[src/rtl/uart_rx_core.sv]
// ---------------------------------------------------------------------------
// uart_rx_core
//
// Serial receive front-end of the UART peripheral. Recovers 8N1 frames
// (LSB first, idle-high line) from the raw RX pin. Each bit is sampled at
// its middle, and a start bit that does not last until its midpoint is
// rejected as a glitch.
//
// Ports
//   clk       in   system clock; everything runs on the rising edge
//   rst       in   synchronous, active-high reset
//   rx_en     in   receiver enable; dropping it aborts any frame in flight
//   data_in   in   asynchronous serial RX line
//   data_out  out  last received byte; held until the next completed frame
//   done      out  one-cycle pulse when a frame completes
//   err       out  framing error (stop bit low) of the last completed frame
//   busy      out  high whenever the receiver is not in IDLE
// ---------------------------------------------------------------------------
//
// state | meaning
// ------+---------------------------------------------------------------
// IDLE  | line idle; waiting for a falling edge while enabled
// START | timing to the middle of the start bit to confirm it
// DATA  | sampling 8 data bits, one per bit period
// STOP  | timing to the middle of the stop bit; publishes the byte
// BREAK | stop bit was low; waiting for the line to return high
//
module uart_rx_core #(
   parameter int CLKS_PER_BIT = 434,
   parameter int CNT_W        = $clog2(CLKS_PER_BIT)
) (
   input  logic       clk,
   input  logic       rst,
   input  logic       rx_en,
   input  logic       data_in,
   output logic [7:0] data_out,
   output logic       done,
   output logic       err,
   output logic       busy
);

   typedef enum logic [2:0] {
      IDLE  = 3'd0,
      START = 3'd1,
      DATA  = 3'd2,
      STOP  = 3'd3,
      BREAK = 3'd4
   } state_t;

   localparam logic [CNT_W-1:0] HALF_M1 = CNT_W'(CLKS_PER_BIT / 2 - 1);
   localparam logic [CNT_W-1:0] FULL_M1 = CNT_W'(CLKS_PER_BIT - 1);
   localparam logic [CNT_W-1:0] CNT_ONE = CNT_W'(1);

   state_t           state;
   state_t           state_nxt;
   logic             sync1;
   logic             rxs;
   logic [CNT_W-1:0] cnt;
   logic [CNT_W-1:0] cnt_nxt;
   logic [2:0]       bit_idx;
   logic [2:0]       bit_idx_nxt;
   logic [7:0]       shift;
   logic [7:0]       shift_nxt;
   logic [7:0]       data_out_nxt;
   logic             done_nxt;
   logic             err_nxt;

   // Two-flop synchronizer; both stages reset to the idle (high) level so a
   // low line during reset cannot look like a start bit afterwards.
   always_ff @(posedge clk) begin
      if (rst) begin
         sync1 <= 1'b1;
         rxs   <= 1'b1;
      end else begin
         sync1 <= data_in;
         rxs   <= sync1;
      end
   end

   always_ff @(posedge clk) begin
      if (rst) begin
         state    <= IDLE;
         cnt      <= '0;
         bit_idx  <= '0;
         shift    <= '0;
         data_out <= '0;
         done     <= 1'b0;
         err      <= 1'b0;
      end else begin
         state    <= state_nxt;
         cnt      <= cnt_nxt;
         bit_idx  <= bit_idx_nxt;
         shift    <= shift_nxt;
         data_out <= data_out_nxt;
         done     <= done_nxt;
         err      <= err_nxt;
      end
   end

   always_comb begin
      state_nxt    = state;
      cnt_nxt      = cnt;
      bit_idx_nxt  = bit_idx;
      shift_nxt    = shift;
      data_out_nxt = data_out;
      done_nxt     = 1'b0;
      err_nxt      = err;

      unique case (state)
         IDLE: begin
            cnt_nxt = '0;
            if (rx_en && !rxs) begin
               state_nxt = START;
            end
         end

         START: begin
            if (cnt == HALF_M1) begin
               cnt_nxt = '0;
               if (!rxs) begin
                  state_nxt   = DATA;
                  bit_idx_nxt = '0;
               end else begin
                  // Line went back high before mid start bit: glitch.
                  state_nxt = IDLE;
               end
            end else begin
               cnt_nxt = cnt + CNT_ONE;
            end
         end

         DATA: begin
            if (cnt == FULL_M1) begin
               cnt_nxt     = '0;
               // Right shift with the new bit at the top: after 8 samples
               // the first (LSB) bit has reached bit 0.
               shift_nxt   = {rxs, shift[7:1]};
               bit_idx_nxt = bit_idx + 3'd1;
               if (bit_idx == 3'd7) begin
                  state_nxt = STOP;
               end
            end else begin
               cnt_nxt = cnt + CNT_ONE;
            end
         end

         STOP: begin
            if (cnt == FULL_M1) begin
               cnt_nxt      = '0;
               data_out_nxt = shift;
               done_nxt     = 1'b1;
               err_nxt      = ~rxs;
               // A low stop bit means the line may be held in break; park
               // until it recovers so it cannot retrigger frames.
               state_nxt    = rxs ? IDLE : BREAK;
            end else begin
               cnt_nxt = cnt + CNT_ONE;
            end
         end

         BREAK: begin
            cnt_nxt = '0;
            if (rxs) begin
               state_nxt = IDLE;
            end
         end

         default: begin
            state_nxt = IDLE;
            cnt_nxt   = '0;
         end
      endcase

      // Disabling the receiver abandons the frame without publishing it.
      if (!rx_en && (state != IDLE)) begin
         state_nxt    = IDLE;
         cnt_nxt      = '0;
         data_out_nxt = data_out;
         done_nxt     = 1'b0;
         err_nxt      = err;
      end
   end

   assign busy = (state != IDLE);

endmodule

[config.mk]
export PLATFORM = sky130hd
export DESIGN_NAME = uart_rx_core
export DESIGN_NICKNAME = d
export VERILOG_FILES = /design/src/rtl/uart_rx_core.sv
export SDC_FILE = /design/constraint.sdc
export NUM_CORES = 1
export LEC_CHECK = 0
export CORE_MARGIN = 5
export CORE_UTILIZATION = 41
export DETAILED_ROUTE_END_ITERATION = 10
export GPL_TIMING_DRIVEN = 0
export SETUP_SLACK_MARGIN = 0.1
export SYNTH_ARGS = -nofsm -noshare
export SYNTH_HDL_FRONTEND = slang
export SYNTH_SLANG_ARGS = --single-unit
[constraint.sdc]
create_clock -name clk -period 4.1 [get_ports clk]
set_input_delay 1.025 -clock clk [delete_from_list [all_inputs] [get_ports clk]]
set_output_delay 1.025 -clock clk [all_outputs]
set_load 0.01 [all_outputs]
==> results of run 1 <==
-- area by class of cell --
| cell class | count | area, um2 | share of cell area (%) |
|---|---|---|---|
| multi-input cells | 118 | 807 | 42.9 |
| flip-flops and latches | 35 | 701 | 37.2 |
| repair buffers | 14 | 140 | 7.45 |
| clock buffers | 5 | 68.8 | 3.66 |
| well taps | 48 | 60.1 | 3.19 |
| clock inverters | 3 | 47.5 | 2.53 |
| plain buffers | 7 | 35.0 | 1.86 |
| inverters | 6 | 22.5 | 1.20 |
-- state kept, by name (all words and copies together), names as in the netlist --
register / cells
bit_idx: 3
cnt: 9
data_out: 8
done: 1
err: 1
rxs: 1
shift: 8
state: 3
sync1: 1
-- worst paths after layout --
path | from | to
max | state[2]$_SDFFE_PP0P_ | busy
min | sync1$_SDFF_PP1_ | rxs$_SDFF_PP1_
max reg2reg | cnt[0]$_SDFF_PP0_ | cnt[2]$_SDFF_PP0_
min reg2reg | sync1$_SDFF_PP1_ | rxs$_SDFF_PP1_
-- routing by layer --
layer  vias to the layer above  global-route usage, %  routed length, um
met5                         -                      0                  0
met4                         0                   8.14                 73
met3                         8                   3.09                100
met2                        15                   19.4               1290
met1                       567                   14.7               1430
li1                        621                      -                  -
-- kinds of logic after synthesis --
group / share of synthesized area [%]
AND/OR/NAND/NOR: 26.0
flip-flops: 44.8
AO/OA/AOI/OAI: 11.9
buffers and inverters: 3.68
multiplexers: 5.76
XOR/XNOR: 3.92
adder cells (fa/ha/maj): 4.00
-- stage by stage --
stage                     power (mW)  hold slack [ns]  setup slack, ns
after global routing           0.712            0.434             1.15
final                          0.687            0.418             1.27
after global placement         0.377            0.394             1.54
after detailed placement       0.377            0.406             1.51
after CTS                      0.693            0.419             1.27
after floorplan                0.367            0.389             2.13
-- report_power, final --
group | switching (mW) | internal [mW]
logic | 0.0160 | 0.0106
clock network | 0.134 | 0.184
registers | 0.00116 | 0.341
total | 0.151 | 0.536
-- synthesized netlist by cell type (all sizes together) (2+ instances only) --
cell type,n,area share (%)
nor3b,2,0.96
and3,2,0.96
inv,6,1.4
a211oi,2,2.1
and4bb,2,1.8
nor2b,3,1.2
dfxtp,35,45
nand4,2,1.2
mux2i,9,5.8
buf,5,1.8
xnor2,3,1.7
xor2,4,2.2
nand2,14,3.4
or4,2,0.96
nor2,22,5.4
ha,5,4.0
and4b,3,2.2
or3,2,0.80
o21ai,4,1.3
o21a,2,0.96
nand2b,2,0.80
nand3,10,3.2
a32o,2,1.3
clkbuf,2,0.48
nor3,2,0.64
a21oi,11,3.5
or2,2,0.80
-- worst max-delay path, stage by stage, from the launching register on --
cell,delay [ns]
dfxtp_1,0.33
buf_2,0.19
nor2_2,0.41
nand2_1,0.10
clkdlybuf4s50_1,0.49
==> summary.md, run 1 <==
| Metric | Value |
|---|---|
| Status | finished clean |
| Starting Density | 42.4% |
| Worst-path clk slew | 0.08 ns |
| Final Cycle Share | 69.0% |
| Worst Tran Pin Value | 0.473 ns |
| Die area | 5150 um2 |
| Util after Layout | 51.0% |
| Worst skew pair latency | 0.30 ns |
| Final-report hold violation count | 0 |
| Startpoint types | register |
| Netlist cell types | 41 |
| Largest net degree at the start of global routing | 14 |
| CTS Hold Bufs | 0 |
| Drc violations | 0 |
| Setup TNS | 0 ns |
| Register area share after synthesis | roughly 45% |
| Worst-path maximum fanout | 10 |
| CTS Buf Count | 5 |
| Hold Crit Depth | 1 |
| Iteration count of the initial detailed-routing pass | 4 |
| #FFs+latches synth | 35 |
| Vias post-DR | 1211 |
| FFs w/ async S/R, synth | 0% |
| Layout cells sized above 1 | between 10% and 20% |
| Finished Cell Area | 1880 um2 |
| Critical Path Sink Type | output port |
| Setup-failing EPs final | 0 |
| RSZ-0062 raised after global routing | no |
| CTS Sinks | 35 |
| Max_cap viols | 0 |
| Final #Nets | 196 |
| DR vias/cell | 5.13 |
| WL final | just under 3000 um |
| Die Wd | 71.8 um |
| IO Pins | 15 |
| ANT cells | 0 |
| Ys flop type | dfxtp_1 |
| R2R cell count | 6 |
| First-pass GRT wire length | 4980 um |
| Core area | 3690 um2 |
| First DRT Iteration DRCs | 94 |
| Worst EP required | 3.07 ns |
| Commonest non-fill, non-tap cell in the layout | dfxtp_1 |
| Root buffer cell | clkbuf_8 |
| Vias in the first global route | between 1000 and 1500 |
| Synth Net Count | 175 |
| Post-route ant nets | 0 |
| Postcts setup bufs | 0 |
| Worst EP arrival | 1.81 ns |
| Die Y | between 70 and 80 um |
| Kind of critical path | register to output port |
| Placed inst area | 1770 um2 |
| Rows | 22 |
| Overall routing resource usage | 12.3% |
| Synth warnings | 0 |
| Clock buffer depth | 2 |
| CTS tree | built |
| Commonest cells after routing, fill and taps aside | dfxtp_1, nor2_1, nand2_1, clkdlybuf4s50_1, a21oi_1 |
| WL/cell | 12.3 um |
| Fillcell total | 355 |
| Dpl cells | 228 |
| Avg Cell Area, Syn | roughly 9.4 um2 |
| Non-Filler Instances | 236 |
| Synthesized area | 1570 um2 |
| Fmax | 353 MHz |
| Detailed placement HPWL | 2050 um |
| Worst rel slew slack | 68.4% |
| Maximum vdd drop | about 220 uV |
| Routability cong. | 0.788 |
| Flop2flop setup slack | 2.40 ns |
| Worst hold path class | register to register |
| Tmin final | 2.83 ns |
| Power Dens Cells | 365 nW/um2 |
| Synth-to-layout area growth | 20.2% |
| H-tree level count | 2 |
| Leak | 0.653 nW |
| CTS-repair resized insts | 0 |
| Worst Skew | 0.0120 ns |
| Initial antenna violation count | 0 |
| Slew Limit Fails | 0 |
| IO buf count | 14 |
| Post-synth EDFFs | 0 |
| Gr ovfl total | 0 |
| Syn Inst Count | around 170 |
(Power assumes the default switching activity.)
==> run 2, diff against run 1 <==
==> constraint.sdc (replaced) <==
create_clock -name clk -period 2.55 [get_ports clk]
set_input_delay 0.6375 -clock clk [delete_from_list [all_inputs] [get_ports clk]]
set_output_delay 0.6375 -clock clk [all_outputs]
set_load 0.01 [all_outputs]
==> summary.md, run 2 (same netlist as run 1, synthesis figures left out) <==
| Metric | Value |
|---|---|
| Slowest cell delay on critical path | 0.48 ns (about the same) |
| First DRT Iteration DRCs | 86 (-8.5%) |
| CTS Buf Count | 5 (unchanged) |
| Root buffer cell | clkbuf_8 |
| Final hold slack | 0.418 ns (+0.000128 ns) |
| Regs by FF count | cnt x9, data_out x8, shift x8 |
| Iteration count of the initial detailed-routing pass | 4 (unchanged) |
| Drc violations | 0 (unchanged) |
| Die area | 5150 um2 (unchanged) |
| Vias post-DR | 1221 (+0.83%) |
| Worst R2R Start | cnt[0]$_SDFF_PP0_ |
| Worst setup startpoint | state[2]$_SDFFE_PP0P_ |
| Fmax | between 400 and 500 MHz |
| Worst EP required | 1.91 ns (-1.16 ns) |
| Setup TNS | 0 ns (unchanged) |
| Critical Path Sink Type | output port |
| Setup-failing EPs final | 0 (unchanged) |
| Largest reg by FF count | cnt |
| Final worst slack | 0.251 ns (-1.02 ns) |
| IO buf count | 14 (unchanged) |
| Layout cells sized above 1 | 15.4% (unchanged) |
| Post-route ant nets | 0 (unchanged) |
| Worst-path clk slew | 0.08 ns (about the same) |
| CTS Sinks | 35 (unchanged) |
| Synth-to-layout area growth | 20.5% |
| Worst skew pair latency | 0.30 ns (about the same) |
| Tmin final | between 2 and 2.5 ns |
| Pre-CTS setup slack | 0.347 ns (-1.16 ns) |
| ANT cells | 0 (unchanged) |
| Final #Nets | 196 (unchanged) |
| Vias in the first global route | 1169 (unchanged) |
| Final-report hold violation count | 0 (unchanged) |
| Die Wd | 71.8 um (unchanged) |
| First-pass GRT wire length | 4980 um (unchanged) |
| R2R cell count | 6 (unchanged) |
| WL/cell | 12.3 um (+0.24%) |
| Die Y | 71.8 um (unchanged) |
| Clock buffer depth | 2 (unchanged) |
| Status | finished clean |
| Power Dens Cells | 586 nW/um2 (+61%) |
| Worst hold path class | register to register |
| Kind of critical path | register to output port |
| Hold Crit Depth | 1 (unchanged) |
| Worst path slowest cell | clkdlybuf4s50_1 |
| Initial antenna violation count | 0 (unchanged) |
| Worst Skew | 0.0121 ns (+0.0000438 ns) |
| Critical Path Stages | 4 (unchanged) |
| Commonest non-fill, non-tap cell in the layout | dfxtp_1 |
| Worst Tran Pin Value | 0.445 ns (-0.0278 ns) |
| Worst rel slew slack | 70.3% (+1.9 points) |
| Detailed placement HPWL | 2050 um (unchanged) |
| Worst-path maximum fanout | 10 (unchanged) |
| RSZ-0062 raised after global routing | no |
| Routability cong. | 0.788 (unchanged) |
| WL final | 2900 um (+0.24%) |
| Leak | 0.655 nW (+0.33%) |
| Gr ovfl total | 0 (unchanged) |
| Startpoint types | register |
| Worst EP arrival | 1.66 ns (-0.15 ns) |
| H-tree level count | 2 (unchanged) |
| Max_cap viols | 0 (unchanged) |
| Cells along the critical path | buf_2 > nor2_4 > nand2_1 > clkdlybuf4s50_1 |
| Buffers and inverters on the worst path | 2 (unchanged) |
| Slew Limit Fails | 0 (unchanged) |
| Flop2flop setup slack | 0.84 ns (-1.56 ns) |
| Max reg flops | 9 (unchanged) |
| CTS tree | built |
| Core area | 3690 um2 (unchanged) |
| IO Pins | 15 (unchanged) |
| Rows | 22 (unchanged) |
| Hold path startpoint | sync1$_SDFF_PP1_ |
| Maximum vdd drop | 352 uV (+61%) |
| Final Cycle Share | roughly nine tenths |
| Overall routing resource usage | 12.3% (unchanged) |
| Largest net degree at the start of global routing | 14 (unchanged) |
| Delay-heaviest family, CP | buffers and inverters |
| Commonest cells after routing, fill and taps aside | dfxtp_1, nor2_1, nand2_1, clkdlybuf4s50_1, a21oi_1 |
| DR vias/cell | 5.17 (+0.83%) |
| Starting Density | 42.4% (unchanged) |
## run 2: final timing paths
kind | to
setup reg to reg | cnt[2]$_SDFF_PP0_
hold / removal | rxs$_SDFF_PP1_
hold reg to reg | rxs$_SDFF_PP1_
setup / recovery | busy
## run 2: metal layers
layer | global-route usage (%) | up-vias | part of all wire [%] | wire length [um]
li1 | - | 623 | - | -
met1 | 14.7 | 577 | 50 | 1440
met5 | 0 | - | 0 | 0
met2 | 19.4 | 13 | 45 | 1300
met4 | 8.14 | 0 | 2.5 | 73
met3 | 3.09 | 8 | 3.2 | 94
## run 2: through the flow
step,cell area [um2],cells,util (%),power (mW)
floorplan,1570,166,-,0.590
detailed placement,1770,228,47.9,0.606
global placement,1770,228,47.9,0.606
global route,1890,236,51.2,1.15
finish,1890,236,51.2,1.11
CTS,1880,236,51.0,1.11
## run 2: cell type report
| cell class | instances | area, um2 |
|---|---|---|
| Inverter | 6 | 22.5 |
| Tap cell | 48 | 60.1 |
| Timing Repair Buffer | 14 | 140 |
| Multi-Input combinational cell | 118 | 812 |
| Sequential cell | 35 | 701 |
| Clock buffer | 5 | 68.8 |
| Clock inverter | 3 | 47.5 |
| Fill cell | 355 | 1800 |
| Buffer | 7 | 35.0 |
## run 2: where the power goes
| part | internal [mW] | switching [mW] |
|---|---|---|
| logic | 0.0174 | 0.0263 |
| registers | 0.549 | 0.00187 |
| clock network | 0.296 | 0.215 |
| total | 0.862 | 0.243 |
## run 2: repair_timing
| action | in CTS | in global routing |
|---|---|---|
| setup endpoints to repair | 0 | 1 |
| setup buffers | 0 | 0 |
| gates resized for setup | 0 | 1 |
| hold buffers | 0 | 0 |
==> run 3, diff against run 2 <==
--- a/config.mk
+++ b/config.mk
@@ -5,10 +5,12 @@
 export SDC_FILE = /design/constraint.sdc
 export NUM_CORES = 1
 export LEC_CHECK = 0
+export ABC_AREA = 1
 export CORE_MARGIN = 5
 export CORE_UTILIZATION = 41
 export DETAILED_ROUTE_END_ITERATION = 10
-export GPL_TIMING_DRIVEN = 0
+export GPL_ROUTABILITY_DRIVEN = 0
+export GPL_TIMING_DRIVEN = 1
 export SETUP_SLACK_MARGIN = 0.1
 export SYNTH_ARGS = -nofsm -noshare
 export SYNTH_HDL_FRONTEND = slang
==> summary.md, run 3 <==
| Metric | Value |
|---|---|
| IO buf count | 14 (unchanged) |
| Drc violations | 0 (unchanged) |
| Buffers and inverters on the worst path | 1 (-1) |
| Netlist cell types | 27 (-34%) |
| Largest family of logic cells by synthesized area | simple AND/OR/NAND/NOR gates |
| Simple logic cell fraction of the synthesized area | 28.1% (+2.1 points) |
| Area fraction in compound gates after synthesis | 11.2% (-0.68 points) |
| Register area share after synthesis | 44.9% (+0.14 points) |
| Die Y | 71.7 um (-0.13%) |
| Max reg flops | 9 (unchanged) |
| CTS Sinks | 35 (unchanged) |
| Synth Net Count | 213 (+22%) |
| Vias in the first global route | 1159 (-0.86%) |
| Vias post-DR | 1231 (+0.82%) |
| CTS Hold Bufs | 0 (unchanged) |
| Worst-path maximum fanout | 7 (-3) |
| WL final | 2720 um (-6.5%) |
| Setup-failing EPs final | 0 (unchanged) |
| Iteration count of the initial detailed-routing pass | 4 (unchanged) |
| Initial antenna violation count | 0 (unchanged) |
| Layout cells sized above 1 | 12.6% (-2.8 points) |
| Gr ovfl total | 0 (unchanged) |
| #FFs+latches synth | 35 (unchanged) |
| Max_cap viols | 0 (unchanged) |
| Die area | 5140 um2 (-0.26%) |
| Ys flop type | dfxtp_1 |
| First DRT Iteration DRCs | 119 (+38%) |
| Worst skew pair latency | 0.27 ns (-0.03 ns) |
| Startpoint types | register |
| Slowest cell delay on critical path | 0.54 ns (+0.06 ns) |
| Worst EP required | 1.91 ns (about the same) |
| Regs by FF count | cnt x9, data_out x8, shift x8 |
| Die Wd | 71.7 um (-0.13%) |
| Synth warnings | 0 (unchanged) |
| DR vias/cell | 4.56 (-12%) |
| Kind of critical path | register to output port |
| FFs w/ async S/R, synth | 0% (unchanged) |
| Worst path slowest cell | clkdlybuf4s50_1 |
| Leak | 0.730 nW (+11%) |
| Commonest cells post-synth | nor2_1, dfxtp_1, nand2_1 |
| Status | finished clean |
| RSZ-0062 raised after global routing | no |
| Avg Cell Area, Syn | 7.65 um2 (-19%) |
| Core area | 3660 um2 (-0.75%) |
| Commonest cells after routing, fill and taps aside | nor2_1, nand2_1, dfxtp_1 |
| First-pass GRT wire length | 4810 um (-3.5%) |
| Delay-heaviest family, CP | buffers and inverters |
| Worst Tran Pin Value | 0.446 ns (+0.000576 ns) |
| Clock buffer depth | 2 (unchanged) |
| CTS Buf Count | 5 (unchanged) |
| Worst EP arrival | 1.52 ns (-0.14 ns) |
| Synth-to-layout area growth | 16.5% |
| Largest net degree at the start of global routing | 19 (+5) |
| Tmin final | 2.16 ns (-0.139 ns) |
| Postcts setup bufs | 0 (unchanged) |
| Syn Inst Count | 204 (+23%) |
| Final #Nets | 232 (+18%) |
| Worst-path clk slew | 0.06 ns (-0.02 ns) |
| Synth top area cells | dfxtp_1, nor2_1, nand2_1 |
| Area share of the largest cell type after synthesis | 44.9% (+0.14 points) |
| Detailed placement HPWL | 2030 um (-0.68%) |
| Worst hold path class | register to register |
| Dominant cell type by area after synthesis | dfxtp_1 |
| Fmax | 463 MHz (+6.4%) |
| Placed inst area | 1750 um2 (-1.1%) |
| Largest reg by FF count | cnt |
| Final Cycle Share | 84.7% (-5.5 points) |
| Commonest non-fill, non-tap cell in the layout | nor2_1 |
| Power Total | 1.29 mW (+17%) |
| Starting Density | 42.6% (+0.18 points) |
| Root buffer cell | clkbuf_8 |
| Post-synth EDFFs | 0 (unchanged) |
| H-tree level count | 2 (unchanged) |
| Worst rel slew slack | 70.3% (-0.071 points) |
| Rows | 22 (unchanged) |
| Final-report hold violation count | 0 (unchanged) |
| Setup TNS | 0 ns (unchanged) |
| Top-count cell post-synth | nor2_1 |
| Slew Limit Fails | 0 (unchanged) |
| Mux contribution to synthesized area | 0% (-5.8 points) |
| Overall routing resource usage | 11.8% (-0.51 points) |
| Cells along the critical path | nor2_4 > nand2_2 > clkdlybuf4s50_1 |
| Worst Skew | 0.00192 ns (-0.0101 ns) |
| WL/cell | 10.1 um (-18%) |
| Post-route ant nets | 0 (unchanged) |
| ANT cells | 0 (unchanged) |
| Critical Path Sink Type | output port |
| Xor/xnor cell area share of the yosys netlist | 3.37% (-0.55 points) |
| Finished Cell Area | 1820 um2 (-3.6%) |
| Synthesized area | 1560 um2 (-0.32%) |
| Adder-cell share of the synthesized area | 4.01% (+0.013 points) |
| Power Dens Cells | 712 nW/um2 (+21%) |
| IO Pins | 15 (unchanged) |
| CTS tree | built |
| CTS-repair resized insts | 0 (unchanged) |
| Maximum vdd drop | 307 uV (-13%) |
run 3: path summary, 6_finish.rpt:
path	to	depth (start not counted)	slack [ns]	start
hold / removal	rxs$_SDFF_PP1_	1	0.41	sync1$_SDFF_PP1_
setup / recovery	busy	3	0.39	state[2]$_SDFFE_PP0P_
hold reg to reg	rxs$_SDFF_PP1_	1	0.41	sync1$_SDFF_PP1_
setup reg to reg	data_out[5]$_SDFFE_PP0P_	9	0.91	cnt[1]$_SDFF_PP0_
run 3: final cells by class:
| class | count | area [um2] |
|---|---|---|
| Sequential cell | 35 | 701 |
| Clock buffer | 6 | 72.6 |
| Inverter | 29 | 109 |
| Fill cell | 366 | 1840 |
| Timing Repair Buffer | 15 | 148 |
| Multi-Input combinational cell | 137 | 728 |
| Tap cell | 48 | 60.1 |
run 3: cell families after synthesis:
logic type / after synthesis
compound gates: 33
xor+xnor: 6
fa+ha+maj: 5
buf+inv: 32
flops: 35
simple gates: 93
run 3: routing by layer:
metal | routed length, um | part of all wire, % | GRT usage, % | up-vias
li1 | - | - | - | 669
met1 | 1350 | 50 | 15.1 | 540
met2 | 1200 | 44 | 18.5 | 17
met3 | 121 | 4.5 | 3.37 | 5
met4 | 41 | 1.5 | 5.01 | 0
met5 | 0 | 0 | 0 | -
run 3: where the power goes:
group	total (mW)	switching (mW)	internal, mW
Clock	0.352	0.170	0.182
Combinational	0.344	0.218	0.126
Sequential	0.598	0.0302	0.568
run 3: through the flow:
step                instances  setup WS (ns)  utilization, %  hold WS (ns)
CTS                       270          0.389            49.7         0.409
detailed placement        264          0.524            47.7         0.394
global route              270          0.331            49.7         0.440
floorplan                 204           1.21               -         0.389
global placement          264          0.539            47.7         0.395
finish                    270          0.390            49.7         0.407
